==> src/rtl/synthesis.sv <==
// DE0 board demo: switch-driven 4-point test frame, multiplier-free radix-2 DIT FFT, selected bin on LEDs.
// Optional MAG_DISPLAY_EN: Im select shows L1 magnitude |Re|+|Im| instead of Im.
module synthesis #(
  parameter int unsigned SYNC_STAGES = 2
) (
  input  logic       clk,
  input  logic       reset,
  input  logic [7:0] SW,
  output logic [7:0] LED
);

  localparam int unsigned SW_W  = 8;
  localparam int unsigned LED_W = 8;
  localparam int unsigned DW    = 10;
  localparam int unsigned NPT   = 4;

  typedef struct packed {
    logic [DW-1:0] re;
    logic [DW-1:0] im;
  } cplx_t;

  typedef enum logic [2:0] {
    ST_LOAD   = 3'd0,
    ST_S1A    = 3'd1,
    ST_S1B    = 3'd2,
    ST_S2A    = 3'd3,
    ST_S2B    = 3'd4,
    ST_UPDATE = 3'd5
  } state_t;

  function automatic cplx_t cadd(input cplx_t a, input cplx_t b);
    cplx_t r;
    r.re = a.re + b.re;
    r.im = a.im + b.im;
    return r;
  endfunction

  function automatic cplx_t csub(input cplx_t a, input cplx_t b);
    cplx_t r;
    r.re = a.re - b.re;
    r.im = a.im - b.im;
    return r;
  endfunction

  // -j * (re + j*im) = im - j*re : swap and negate, no multiplier
  function automatic cplx_t cmul_mj(input cplx_t b);
    cplx_t r;
    r.re = b.im;
    r.im = DW'(0) - b.re;
    return r;
  endfunction

`ifdef MAG_DISPLAY_EN
  function automatic logic [DW-1:0] cabs(input logic [DW-1:0] v);
    return v[DW-1] ? (DW'(0) - v) : v;
  endfunction
`endif

  logic [SW_W-1:0]  sync_q [SYNC_STAGES];
  logic [SW_W-1:0]  ssw;
  state_t           state_q, state_d;
  cplx_t            x_q   [NPT];
  cplx_t            x_d   [NPT];
  cplx_t            a0_q, a0_d, a1_q, a1_d, b0_q, b0_d, b1_q, b1_d;
  cplx_t            res_q [NPT];
  cplx_t            res_d [NPT];
  cplx_t            bank_q [NPT];
  cplx_t            bank_d [NPT];
  logic [LED_W-1:0] led_q, led_d;

  logic [DW-1:0]    amp, amp2, amp3, amp_neg;
  cplx_t            cur;

  // Switch synchronizer; ssw is the last stage
  always_ff @(posedge clk or negedge reset) begin
    if (!reset) begin
      for (int i = 0; i < int'(SYNC_STAGES); i++) sync_q[i] <= '0;
    end else begin
      sync_q[0] <= SW;
      for (int i = 1; i < int'(SYNC_STAGES); i++) sync_q[i] <= sync_q[i-1];
    end
  end

  assign ssw     = sync_q[SYNC_STAGES-1];
  assign amp     = DW'(ssw[2:0]);
  assign amp2    = amp << 1;
  assign amp3    = amp2 + amp;
  assign amp_neg = DW'(0) - amp;

  // Frame sequencer and butterfly datapath
  always_comb begin
    state_d = state_q;
    x_d     = x_q;
    a0_d    = a0_q;
    a1_d    = a1_q;
    b0_d    = b0_q;
    b1_d    = b1_q;
    res_d   = res_q;
    bank_d  = bank_q;
    unique case (state_q)
      ST_LOAD: begin
        for (int n = 0; n < int'(NPT); n++) x_d[n] = '0;
        unique case (ssw[5:4])
          2'd0: for (int n = 0; n < int'(NPT); n++) x_d[n].re = amp;
          2'd1: x_d[0].re = amp;
          2'd2: begin
            x_d[0].re = amp;
            x_d[1].re = amp_neg;
            x_d[2].re = amp;
            x_d[3].re = amp_neg;
          end
          default: begin
            x_d[1].re = amp;
            x_d[2].re = amp2;
            x_d[3].re = amp3;
          end
        endcase
        state_d = ST_S1A;
      end
      ST_S1A: begin
        a0_d    = cadd(x_q[0], x_q[2]);
        a1_d    = csub(x_q[0], x_q[2]);
        state_d = ST_S1B;
      end
      ST_S1B: begin
        b0_d    = cadd(x_q[1], x_q[3]);
        b1_d    = csub(x_q[1], x_q[3]);
        state_d = ST_S2A;
      end
      ST_S2A: begin
        res_d[0] = cadd(a0_q, b0_q);
        res_d[2] = csub(a0_q, b0_q);
        state_d  = ST_S2B;
      end
      ST_S2B: begin
        res_d[1] = cadd(a1_q, cmul_mj(b1_q));
        res_d[3] = csub(a1_q, cmul_mj(b1_q));
        state_d  = ST_UPDATE;
      end
      ST_UPDATE: begin
        bank_d  = res_q;
        state_d = ST_LOAD;
      end
      default: state_d = ST_LOAD;
    endcase
  end

  // Display mux reads the output bank with the live bin/select switches
  always_comb begin
    cur = bank_q[ssw[7:6]];
    if (!ssw[3]) begin
      led_d = cur.re[LED_W-1:0];
    end else begin
`ifdef MAG_DISPLAY_EN
      led_d = LED_W'(cabs(cur.re) + cabs(cur.im));
`else
      led_d = cur.im[LED_W-1:0];
`endif
    end
  end

  always_ff @(posedge clk or negedge reset) begin
    if (!reset) begin
      state_q <= ST_LOAD;
      a0_q    <= '0;
      a1_q    <= '0;
      b0_q    <= '0;
      b1_q    <= '0;
      led_q   <= '0;
      for (int n = 0; n < int'(NPT); n++) begin
        x_q[n]    <= '0;
        res_q[n]  <= '0;
        bank_q[n] <= '0;
      end
    end else begin
      state_q <= state_d;
      a0_q    <= a0_d;
      a1_q    <= a1_d;
      b0_q    <= b0_d;
      b1_q    <= b1_d;
      led_q   <= led_d;
      x_q     <= x_d;
      res_q   <= res_d;
      bank_q  <= bank_d;
    end
  end

  assign LED = led_q;

endmodule

==> config.mk <==
export PLATFORM = sky130hd
export DESIGN_NAME = synthesis
export DESIGN_NICKNAME = d
export VERILOG_FILES = /design/src/rtl/synthesis.sv
export SDC_FILE = /design/constraint.sdc
export NUM_CORES = 1
export LEC_CHECK = 0
export CORE_UTILIZATION = 50
export CTS_CLUSTER_SIZE = 40
export DETAILED_ROUTE_END_ITERATION = 6
export DONT_BUFFER_PORTS = 1
export PLACE_DENSITY = 0.7
export SLEW_MARGIN = 25
export SYNTH_ARGS = -nofsm -noshare
export SYNTH_HDL_FRONTEND = slang
export SYNTH_SLANG_ARGS = --single-unit
export TNS_END_PERCENT = 100
==> constraint.sdc <==
create_clock -name clk -period 2.6 [get_ports clk]
set_input_delay 0.52 -clock clk [delete_from_list [all_inputs] [get_ports clk]]
set_output_delay 0.52 -clock clk [all_outputs]
set_load 0.02 [all_outputs]
==> Implementation_results.wiki <==
{| class="wikitable"
! Metric !! Value
|-
| Run status || finished, violations left
|-
| Violated checks || negative hold slack
|-
| Residual antenna-violating net count after detailed routing || 0
|-
| Cells after DPL || 812
|-
| Standard-cell row count || 43
|-
| Final TNS setup || 0 ns
|-
| Share of synthesized registers carrying an async set or reset || 100%
|-
| CTS Sinks || 144
|-
| Cell family contributing the most delay on the critical path || adder cells
|-
| Detailed-routing iteration count for the pre-antenna-repair pass || 5
|-
| Number of nets at the end of the flow || 706
|-
| Worst Path Max Fanout || 9
|-
| Worst skew pair latency || 0.43 ns
|-
| Most common cell after layout, fill and taps aside || sky130_fd_sc_hd__dfrtp_1
|-
| DR iter-0 viols || 227
|-
| Vertical extent of the die || 121 um
|-
| Count of unique library cells instantiated by Yosys || 57
|-
| Routed Wire Length || 12700 um
|-
| Vias in the first global route || 4515
|-
| Max IR drop VDD || 550 uV
|-
| Number of remaining DRC errors || 0
|-
| Area growth from synthesis to layout || 9.09%
|-
| Post-placement setup slack || 0.429 ns
|-
| Period minus WS final || 2.18 ns
|-
| Final Max Slew Viols || 0
|-
| Slack of the worst reg-to-reg path || 0.42 ns
|-
| Seq/Total Area, Yosys || 50.8%
|-
| RSZ-0062 raised after global routing || no
|-
| Antenna violations before repair || 0
|-
| TritonCTS clock tree || done
|-
| Number of buffers created by CTS || 17
|-
| Clock transition at the registers of the reported paths || 0.06 ns
|-
| Synthesized Nets || 718
|-
| Flop and latch count out of synthesis || 144
|-
| Count of final hold-check violations || 144
|-
| Kind of launch point of the worst setup path || flip-flop
|-
| Worst-case setup margin in the final layout || 0.424 ns
|-
| Via/cell ratio || 5.26
|-
| Area enclosed by the die boundary || 14700 um2
|-
| Post-route clock skew || 0.00810 ns
|-
| Leading register cell type out of synthesis || sky130_fd_sc_hd__dfrtp_1
|-
| Data required, critical path || 2.93 ns
|-
| Worst Max-Slew Pin Slew || 0.691 ns
|-
| Half-perimeter wire length after placement || 8980 um
|-
| Fraction of layout cells with a size suffix above 1 || 14.9%
|-
| I/O pin total || 18
|-
| Classification of the worst-slack hold path || in -> async
|-
| EDFF count, synth || 0
|-
| Starting density of the core || 51.3%
|-
| End of the worst register-to-register path || res_q[36]$_DFFE_PN0N_
|-
| Floorplan core area || 13800 um2
|-
| Input/output buffers || 0
|-
| Share of the clock period used by the worst path after layout || 83.7%
|-
| Crit path largest cell delay || 0.50 ns
|-
| Deepest level of the CTS H-tree || 4
|-
| Worst Reg2Reg Path Length in Cells || 8
|-
| Hold slack final || -0.214 ns
|-
| Area of the mapped netlist || 7090 um2
|-
| Final standard cell area without fillers || 7730 um2
|-
| N_diodes || 0
|-
| Final weighted congestion in routability-driven placement || 0.913
|-
| Power density normalized to cell area || 905 nW/um2
|-
| Final global-route overflow total || 0
|-
| Setup violations, final || 0
|-
| WP buf/inv || 0
|-
| Number of synthesis warnings || 0
|-
| Slowest cell on the critical path || sky130_fd_sc_hd__dfrtp_1
|-
| Vias after detailed routing || 4441
|-
| Die X || 121 um
|-
| Maximum clock frequency || 0.459 GHz
|-
| Syn Inst Count || 663
|-
| Routed wire length per instance || 15.0 um
|-
| Placed inst area || 7150 um2
|-
| Wire length of the first global-routing pass || 21800 um
|-
| Ordered list of cells on the worst path || ha_1 > fa_1 > nor2b_1 > o21ai_1 > nand2b_1 > a21oi_1 > o21a_1 > o31ai_1
|-
| Root cell of the clock tree || sky130_fd_sc_hd__clkbuf_16
|-
| Most frequent cells in the layout || sky130_fd_sc_hd__dfrtp_1 (144), sky130_fd_sc_hd__nand2_1 (103), sky130_fd_sc_hd__mux2_2 (44)
|-
| Arrival time of data at the critical path endpoint || 2.51 ns
|-
| Clk buf depth || 2
|-
| Largest net degree at the start of global routing || 145
|-
| Max-cap violations || 0
|-
| Startpoint-to-endpoint class of the critical path || reg -> reg
|-
| Post-route insts no fill || 844
|-
| Max-slew headroom || 54.0%
|-
| Total routing usage reported by global routing || 19.4%
|-
| Setup crit end kind || flip-flop
|-
| Overall power of the completed layout || 6.99 mW
|-
| Core Util, Final || 55.9%
|-
| FF-to-FF Start || b0_q[10]$_DFFE_PN0N_
|-
| Leakage power figure || 3.52 nW
|-
| Synthesized area per cell || 10.7 um2
|}
power by group:
| group | total (mW) | switching [mW] | leakage, nW | internal, mW |
|---|---|---|---|---|
| Combinational | 1.37 | 0.667 | 1.53 | 0.704 |
| Sequential | 3.26 | 0.450 | 1.72 | 2.81 |
| Clock | 2.36 | 1.01 | 0.278 | 1.35 |
layout make-up:
cell class                      instances  area (um2)
Fill cell                            1129        6100
Clock inverter                         14         149
Sequential cell                       144        3600
Tap cell                              180         225
Inverter                               39         146
Clock buffer                           18         429
Timing Repair Buffer                    5        37.5
Multi-Input combinational cell        444        3140
registers in the layout, indices dropped and copies added, names as in the netlist:
register,cells
res_q,37
LED,8
sync_q,8
state_q,3
b0_q,8
a1_q,7
bank_q,37
x_q,17
a0_q,4
b1_q,7
ssw,8
timing repair:
item,in CTS,in global routing
hold endpoints to repair,144,144
setup buffers,0,0
gates resized for setup,0,0
metal layers:
layer / vias to the layer above / global-route usage (%) / part of all wire, %
li1: 2210 / - / -
met1: 2143 / 24.2 / 46
met2: 70 / 31.9 / 49
met3: 18 / 4.23 / 3.2
met4: 0 / 9.57 / 2.2
met5: - / 0 / 0
how the worst max path moves through the flow:
stage	from	end	slack (ns)	cells after the start
finish	b0_q[10]$_DFFE_PN0N_	res_q[36]$_DFFE_PN0N_	0.42	8
global route	b0_q[10]$_DFFE_PN0N_	res_q[36]$_DFFE_PN0N_	0.22	8
CTS	b0_q[10]$_DFFE_PN0N_	res_q[36]$_DFFE_PN0N_	0.42	8
detailed placement	b0_q[10]$_DFFE_PN0N_	res_q[36]$_DFFE_PN0N_	0.43	8
global placement	b0_q[10]$_DFFE_PN0N_	res_q[36]$_DFFE_PN0N_	0.56	8
floorplan	a1_q[10]$_DFFE_PN0P_	res_q[36]$_DFFE_PN0N_	0.76	9
worst register-to-register path: stages (launching register included):
cell,delay [ns]
sky130_fd_sc_hd__dfrtp_1,0.50
sky130_fd_sc_hd__ha_1,0.30
sky130_fd_sc_hd__fa_1,0.42
sky130_fd_sc_hd__nor2b_1,0.14
sky130_fd_sc_hd__o21ai_1,0.07
sky130_fd_sc_hd__nand2b_1,0.12
sky130_fd_sc_hd__a21oi_1,0.09
sky130_fd_sc_hd__o21a_1,0.19
sky130_fd_sc_hd__o31ai_1,0.24
synthesized netlist by cell type (6+ instances only):
master / n / area share [%]
sky130_fd_sc_hd__a21oi_1: 25 / 1.8
sky130_fd_sc_hd__nand3_1: 9 / 0.64
sky130_fd_sc_hd__clkbuf_1: 11 / 0.58
sky130_fd_sc_hd__o22ai_1: 6 / 0.53
sky130_fd_sc_hd__a31oi_1: 6 / 0.53
sky130_fd_sc_hd__mux2i_1: 12 / 1.7
sky130_fd_sc_hd__nand2_1: 103 / 5.5
sky130_fd_sc_hd__o31ai_1: 8 / 0.85
sky130_fd_sc_hd__nor2_1: 30 / 1.6
sky130_fd_sc_hd__xor2_1: 9 / 1.1
sky130_fd_sc_hd__inv_1: 37 / 2.0
sky130_fd_sc_hd__buf_2: 19 / 1.3
sky130_fd_sc_hd__xnor2_1: 23 / 2.8
sky130_fd_sc_hd__ha_1: 38 / 6.7
sky130_fd_sc_hd__o21ai_0: 32 / 2.3
sky130_fd_sc_hd__fa_1: 7 / 2.0
sky130_fd_sc_hd__dfrtp_1: 144 / 51
sky130_fd_sc_hd__nand2b_1: 8 / 0.71
sky130_fd_sc_hd__o21ai_1: 27 / 1.9
sky130_fd_sc_hd__mux2_2: 44 / 7.0
cells by family (layout without fill, tap and decap cells):
family / count (synthesis) / after routing / synth area share (%)
XOR/XNOR: 32 / 32 / 3.95
multiplexers: 56 / 56 / 8.69
AO/OA/AOI/OAI: 130 / 130 / 11.2
buffers and inverters: 75 / 76 / 4.84
AND/OR/NAND/NOR: 181 / 181 / 11.8
flip-flops: 144 / 144 / 50.8
adder cells (fa/ha/maj): 45 / 45 / 8.69
Power figures use the tool's default switching activity.
